[src/rtl/btn_pkg.sv]
// Shared definitions for the push-button debouncer.
// Contents:
//   btn_state_t      per-button debounce FSM encoding
//   CNT_MAX_DEFAULT  default number of agreeing cycles needed to accept a new level
package btn_pkg;

  typedef enum logic [1:0] {
    RELEASED = 2'b00,
    ARM_HI   = 2'b01,
    PRESSED  = 2'b10,
    ARM_LO   = 2'b11
  } btn_state_t;

  // 10 ms at 100 MHz
  localparam int CNT_MAX_DEFAULT = 1000000;

endpackage

[src/rtl/btn_debounce_bit.sv]
// Debounce for a single push button: 2-FF synchroniser, stability FSM with
// counter, registered debounced level and a one-cycle press strobe.
// Ports:
//   clock  system clock
//   reset  synchronous, active-high reset
//   btn    raw asynchronous button level
//   pulse  one-cycle strobe on the first cycle level is 1
//   level  debounced button level
//
// state    | meaning
// RELEASED | level 0, input agrees
// ARM_HI   | level 0, input high, counting toward acceptance
// PRESSED  | level 1, input agrees
// ARM_LO   | level 1, input low, counting toward acceptance
module btn_debounce_bit
  import btn_pkg::*;
#(
  parameter int NB_CNT  = 20,
  parameter int CNT_MAX = CNT_MAX_DEFAULT
) (
  input  logic clock,
  input  logic reset,
  input  logic btn,
  output logic pulse,
  output logic level
);

  localparam logic [NB_CNT-1:0] CNT_TOP = NB_CNT'(CNT_MAX);
  localparam logic [NB_CNT-1:0] CNT_ONE = NB_CNT'(1);

  logic              meta;
  logic              sync;
  btn_state_t        state_q, state_d;
  logic [NB_CNT-1:0] cnt_q, cnt_d;
  logic              pulse_q, pulse_d;

  always_comb begin
    state_d = state_q;
    cnt_d   = cnt_q;
    pulse_d = 1'b0;
    case (state_q)
      RELEASED: begin
        if (sync) begin
          state_d = ARM_HI;
          cnt_d   = CNT_ONE;
        end
      end
      ARM_HI: begin
        if (!sync) begin
          state_d = RELEASED;
          cnt_d   = '0;
        end else if (cnt_q == CNT_TOP) begin
          state_d = PRESSED;
          cnt_d   = '0;
          pulse_d = 1'b1;
        end else begin
          cnt_d = cnt_q + CNT_ONE;
        end
      end
      PRESSED: begin
        if (!sync) begin
          state_d = ARM_LO;
          cnt_d   = CNT_ONE;
        end
      end
      ARM_LO: begin
        if (sync) begin
          state_d = PRESSED;
          cnt_d   = '0;
        end else if (cnt_q == CNT_TOP) begin
          state_d = RELEASED;
          cnt_d   = '0;
        end else begin
          cnt_d = cnt_q + CNT_ONE;
        end
      end
      default: begin
        state_d = RELEASED;
        cnt_d   = '0;
      end
    endcase
  end

  always_ff @(posedge clock) begin
    if (reset) begin
      meta    <= 1'b0;
      sync    <= 1'b0;
      state_q <= RELEASED;
      cnt_q   <= '0;
      pulse_q <= 1'b0;
    end else begin
      meta    <= btn;
      sync    <= meta;
      state_q <= state_d;
      cnt_q   <= cnt_d;
      pulse_q <= pulse_d;
    end
  end

  // Level is the MSB of the state encoding: 1 in PRESSED and ARM_LO.
  assign level = state_q[1];
  assign pulse = pulse_q;

endmodule

[src/rtl/btn_debouncer.sv]
// Debounces the operand/opcode load buttons and emits one load strobe per
// physical press.
// Optional feature macro: BTN_ONEHOT_PRIORITY_EN -- when defined, coincident
// strobes are reduced to the lowest-index one so the load decoder only ever
// sees one-hot strobes.
// Ports:
//   clock        system clock
//   i_reset      synchronous, active-high reset
//   i_btn        raw asynchronous button levels
//   o_btn_pulse  one-cycle strobe per accepted press
//   o_btn_level  debounced button levels
module btn_debouncer
  import btn_pkg::*;
#(
  parameter int NB_BTN  = 3,
  parameter int NB_CNT  = 20,
  parameter int CNT_MAX = CNT_MAX_DEFAULT
) (
  input  logic              clock,
  input  logic              i_reset,
  input  logic [NB_BTN-1:0] i_btn,
  output logic [NB_BTN-1:0] o_btn_pulse,
  output logic [NB_BTN-1:0] o_btn_level
);

  logic [NB_BTN-1:0] pulse_raw;

  for (genvar k = 0; k < NB_BTN; k++) begin : g_btn
    btn_debounce_bit #(
      .NB_CNT  (NB_CNT),
      .CNT_MAX (CNT_MAX)
    ) u_bit (
      .clock (clock),
      .reset (i_reset),
      .btn   (i_btn[k]),
      .pulse (pulse_raw[k]),
      .level (o_btn_level[k])
    );
  end

`ifdef BTN_ONEHOT_PRIORITY_EN
  // x & -x isolates the lowest set bit.
  assign o_btn_pulse = pulse_raw & (~pulse_raw + NB_BTN'(1));
`else
  assign o_btn_pulse = pulse_raw;
`endif

endmodule

[config.mk]
export PLATFORM = sky130hd
export DESIGN_NAME = btn_debouncer
export DESIGN_NICKNAME = d
export VERILOG_FILES = /design/src/rtl/btn_pkg.sv /design/src/rtl/btn_debounce_bit.sv /design/src/rtl/btn_debouncer.sv
export SDC_FILE = /design/constraint.sdc
export NUM_CORES = 1
export LEC_CHECK = 0
export CAP_MARGIN = 20
export CORE_MARGIN = 1
export CORE_UTILIZATION = 44
export CTS_CLUSTER_DIAMETER = 30
export DETAILED_ROUTE_END_ITERATION = 8
export GPL_TIMING_DRIVEN = 1
export PLACE_DENSITY_LB_ADDON = 0.08
export SLEW_MARGIN = 20
export SYNTH_ARGS = -nofsm -noshare
export SYNTH_HDL_FRONTEND = slang
export SYNTH_SLANG_ARGS = --single-unit
[constraint.sdc]
create_clock -name clock -period 2.3 [get_ports clock]
set_clock_uncertainty 0.05 [all_clocks]
set_input_delay 0.345 -clock clock [delete_from_list [all_inputs] [get_ports clock]]
set_output_delay 0.345 -clock clock [all_outputs]
set_load 0.005 [all_outputs]
Word level (Yosys, flattened, before mapping)
Index checks and enable logic that the tools add are counted.
{"block": "totals", "reg_bits": 75, "latchBits": 0, "mem_bits_rw": 0, "romBits": 0, "word_cells": 102, "mem_count": 0}
{"block": "op_classes", "n_addsub": 3, "mul": 0, "div": 0, "order_cmp": 0, "n_eq_ne": 24, "n_shift": 0, "mux": 42, "n_bitwise": 6, "n_reduce_logical": 12}
{"op": "20-bit 2-to-1 mux", "count": 15}
{"op": "20-bit case mux with 4 select lines", "count": 3}
{"op": "20-bit by 1-bit adder with 20-bit output, second input constant", "count": 3}
{"op": "20-bit == test, second input constant", "count": 3}
{"op": "2-bit 2-to-1 mux", "count": 18}
{"op": "2-bit case mux with 4 select lines", "count": 3}
{"op": "2-bit == test, second input constant", "count": 6}
{"op": "4-bit AND reduction", "count": 3}
{"op": "3-bit by 1-bit inequality test with 1-bit output, second input constant", "count": 3}
{"op": "3-bit inequality test, second input constant", "count": 3}
{"op": "3-bit OR reduction", "count": 3}
{"op": "2-bit by 1-bit == test with 1-bit output, second input constant", "count": 3}
{"op": "2-bit logical NOT", "count": 3}
{"op": "2-bit by 1-bit inequality test with 1-bit output, second input constant", "count": 3}
{"op": "2-bit inequality test, second input constant", "count": 3}
{"op": "1-bit inverter", "count": 6}
{"op": "2-bit AND reduction", "count": 3}
{"op": "1-bit 2-to-1 mux", "count": 3}

Depth between registers and ports, before layout
{"block": "logic_depth", "ltp_word": 4, "ltp_mapped": 9}

Cells and area by module
From an unflattened synthesis, not the netlist that was laid out.
{"block": "hier_totals", "cells_unflattened": 452, "area_unflattened_um2": 3896.2}
{"module": "btn_debounce_bit at g_btn[0].u_bit ...", "instances": 2, "cells_each": 149, "area_each_um2": 1305.0, "seq_area_each_um2": 500.5}
{"module": "btn_debounce_bit at g_btn[2].u_bit", "instances": 1, "cells_each": 154, "area_each_um2": 1286.2, "seq_area_each_um2": 500.5}

Worst setup path after synthesis
OpenSTA, ideal clock, no wires.
{"block": "synth_path", "kind": "reg-to-reg", "from": "register g_btn[1].u_bit.cnt_q[0]", "to": "register g_btn[1].u_bit.cnt_q[8]", "setup_ps": 122, "arrival_ps": 1862, "slack_ps": 266, "path_stages_with_launch": 8, "n_path_buf": 0, "period_less_slack_ps": 2034, "cell_sequence": "dfxtp_1 -> inv_1 -> ha_1 -> or4b_4 -> nor3_2 -> a311oi_4 -> and3_1 -> a221o_1"}
{"block": "synth_via", "elab_chain_len": 4, "elab_cells_between_ends": 6}
{"item": "from (decl)", "line_no": "btn_debounce_bit.sv:34", "rtl": "logic [NB_CNT-1:0] cnt_q, cnt_d;"}
{"item": "from (signal assigned)", "line_no": "btn_debounce_bit.sv:95", "rtl": "cnt_q <= cnt_d;"}
{"item": "20-bit by 1-bit adder with 20-bit output / 20-bit == test (equally long branches)"}
{"item": "20-bit 2-to-1 mux *", "line_no": "btn_debounce_bit.sv:52, btn_debounce_bit.sv:70"}
{"item": "20-bit 2-to-1 mux, on equally long branches", "line_no": "btn_debounce_bit.sv:67, btn_debounce_bit.sv:49"}
{"item": "20-bit case mux with 4 select lines *", "line_no": "btn_debounce_bit.sv:41", "rtl": "case (state_q)"}
Mark *: on every way between the ends. The rest lies on a longest branch, timed or not.
A chain may end at the register's enable or synchronous reset.

Worst setup path after layout
{"block": "layout_path", "from": "register g_btn[1].u_bit.cnt_q[0]", "to": "register g_btn[1].u_bit.cnt_q[19]"}
Same word-level chain as after synthesis.

==> flow_metrics.tcl <==
set metrics [dict create \
    drv_cap 0 \
    ios 11 \
    pre_cts_ws_ps 137.6 \
    multi_input_area_um2 2207 \
    cp_max_fo 19 \
    io_buffers 10 \
    nets 481 \
    synth_top_cell_by_area "dfxtp_1" \
    ctsHoldBuffers 0 \
    synth_compound_area_share_pct 15.52 \
    viasPerCell 5.617 \
    synth_top_area_share_pct 38.39 \
    syn_to_final_growth_pct 11.16 \
    grt_usage_pct 19.74 \
    synthMuxAreaShare_pct 1.791 \
    yosys.area_share.simple_pct 32.09 \
    grt_use_met3_pct 4.739 \
    core_area_um2 8678 \
    arrival_ps 2350 \
    htree_levels 3 \
    drive_above_1_share_pct 10.76 \
    synth_fa_ha_area_share_pct 1.919 \
    design_area_um2 4348 \
    syn_inst 455 \
    clkTransAtPathRegs_ps 80 \
    antenna_left 0 \
    slowest_stage "or4b_4" \
    synth.distinct_cells 63 \
    synthTopCellsByArea "dfxtp_1, nand2_1, a31oi_1" \
    setup_violations 0 \
    leakage_nw 1.494 \
    routedWlPerCell_um 14.48 \
    fillers 858 \
    clock_latency_ps 350 \
    vdd_drop_max_mv 0.2597 \
    synth_ff_type "dfxtp_1" \
    period_needed_ps 2164 \
    crit_path_cell_trace "inv_1 -> ha_1 -> or4b_4 -> nor3_2 -> a311oi_4 -> buf_12 -> and3_1 -> a221o_1" \
    p_per_area_nw_per_um2 581.9 \
    path_delay_family "simple AND/OR/NAND/NOR gates" \
    post-cts-setup-buffers 0 \
    diodes 0 \
    synth.cell_area_um2 3911 \
    grt.busiest_layer "met2" \
    synth_warnings 0 \
    met2_usage_pct 30.73 \
    crit_buf_inv 2 \
    utilization_pct 50.10 \
    status "finished clean" \
    fin_crit_sh_pct 94.08 \
    drt_first_pass_iters 4 \
    finalSetupTns_ps 0 \
    syn-num-nets 466 \
    synth-seq-cells 75 \
    num_rows 34 \
    dieWidth_um 96.28 \
    setup_slack_ps 136.2 \
    yosysSeqAreaShare_pct 38.39 \
    drc_errors 0 \
    grt_max_degree 21 \
    synth.top_cells.by_count "dfxtp_1, nand2_1, nor2_1, a21oi_1, a31oi_1" \
    cts_sinks 75 \
    max_slew.worst_pin.slew_ps 874.4 \
    grt_pass1_vias 2941 \
    hold_path_class "flip-flop to flip-flop" \
    dr_total_vias 3269 \
    clk_path_buf_depth 2 \
    cts_made_buffers 9 \
    relSlewSlack_pct 41.26 \
    synth_top_family_by_area "simple AND/OR/NAND/NOR gates" \
    synth_edf_count 0 \
    cts_tree "yes" \
    grt_overflow_total 0 \
    regArea_um2 1501 \
    post-dp-hpwl_um 5993 \
    synth.most_common_cell "dfxtp_1" \
    die-area_um2 9270 \
    slowest_delay_ps 480 \
    worstSetupStartpointType "flip-flop" \
    rsz0062_at_grt "false" \
    grt_util_met1_pct 26.71 \
    hold_violations 0 \
    drtIter0Drc 135 \
    grt_pass1_wl_um 14050 \
    placed_area_um2 4133 \
    synth_xor_xnor_area_share_pct 5.118 \
    async_flop_share_pct 0 \
    synth.avg_cell_area_um2 8.596 \
    final_max_slew_viol_count 0 \
    cts_resized 0 \
    max_freq_mhz 462.1 \
    clock-root-buffer "clkbuf_8" \
    antenna_found_initial 0 \
    start_util_pct 45.07 \
    critPathKind "flip-flop to flip-flop" \
    cp-end-kind "flip-flop" \
    cp.required_ps 2490 \
    fp.dieH_um 96.28 \
    routed_wl_um 8428 \
    place.gp.congestion 0.8333 \
]
-- layout by cell type, fill, tap and decap left out, drive strengths merged, types with 10 or more instances in the layout --
cell type / Yosys / final
dfxtp: 75 / 75
nand2: 47 / 47
nor2: 42 / 42
a21oi: 29 / 29
a31oi: 26 / 26
nand3: 24 / 24
buf: 17 / 17
nand4: 15 / 15
nor4: 14 / 14
inv: 13 / 13
and3: 13 / 13
o21ai: 13 / 13
xor2: 13 / 13
nand2b: 10 / 10
clkbuf: 6 / 10
clkdlybuf4s50: 0 / 10
-- cell families (layout without fill, tap and decap cells) --
kind of cell | after synthesis | count (layout)
compound gates | 91 | 91
xor+xnor | 22 | 22
fa+ha+maj | 6 | 6
buf+inv | 36 | 55
flops | 75 | 75
mux | 7 | 7
simple gates | 218 | 218
-- metal layers --
metal	wire length (µm)	up-vias
met5	0	-
met4	118	0
met3	307	12
met2	3791	46
met1	4211	1519
li1	-	1692
-- path summary, 6_finish.rpt --
| kind | slack (ps) | cells past startpoint | endpoint | startpoint |
|---|---|---|---|---|
| setup / recovery | 140 | 8 | g_btn[1].u_bit.cnt_q[19] | g_btn[1].u_bit.cnt_q[0] |
| hold / removal | 400 | 1 | g_btn[1].u_bit.sync | g_btn[1].u_bit.meta |
| setup reg to reg | 140 | 8 | g_btn[1].u_bit.cnt_q[19] | g_btn[1].u_bit.cnt_q[0] |
| hold reg to reg | 400 | 1 | g_btn[1].u_bit.sync | g_btn[1].u_bit.meta |
-- power by group --
group	total, W	switching, W	internal, W
combinational	0.0000886	0.0000553	0.0000333
sequential	0.00132	0.00000870	0.00131
clock	0.00113	0.000495	0.000631
total	0.00253	0.000559	0.00197
-- stage by stage --
| step | power, W | hold slack (ps) | cells |
|---|---|---|---|
| 3_5_place_dp | 0.001436 | 393.0 | 567 |
| 3_3_place_gp | 0.001434 | 373.2 | 567 |
| 4_1_cts | 0.002560 | 403.3 | 582 |
| 6_report | 0.002530 | 401.1 | 582 |
| 5_1_grt | 0.002628 | 429.8 | 582 |
| 2_1_floorplan | 0.001403 | 363.8 | 455 |
-- layout make-up --
cell class / instances / area share, %
clock buffers: 10 / 3.165
clock inverters: 5 / 1.784
inverters: 13 / 1.122
multi-input cells: 344 / 50.76
flip-flops and latches: 75 / 34.53
well taps: 108 / 3.108
repair buffers: 27 / 5.525
-- sequential cells by signal (all words and copies together) (netlist names), named ones only --
register	cells
g_btn.u_bit.cnt_q	60
g_btn.u_bit.state_q	3
g_btn.u_bit.pulse	3
g_btn.u_bit.meta	3
g_btn.u_bit.sync	3
Note: power is estimated with default switching activity, not from simulation.
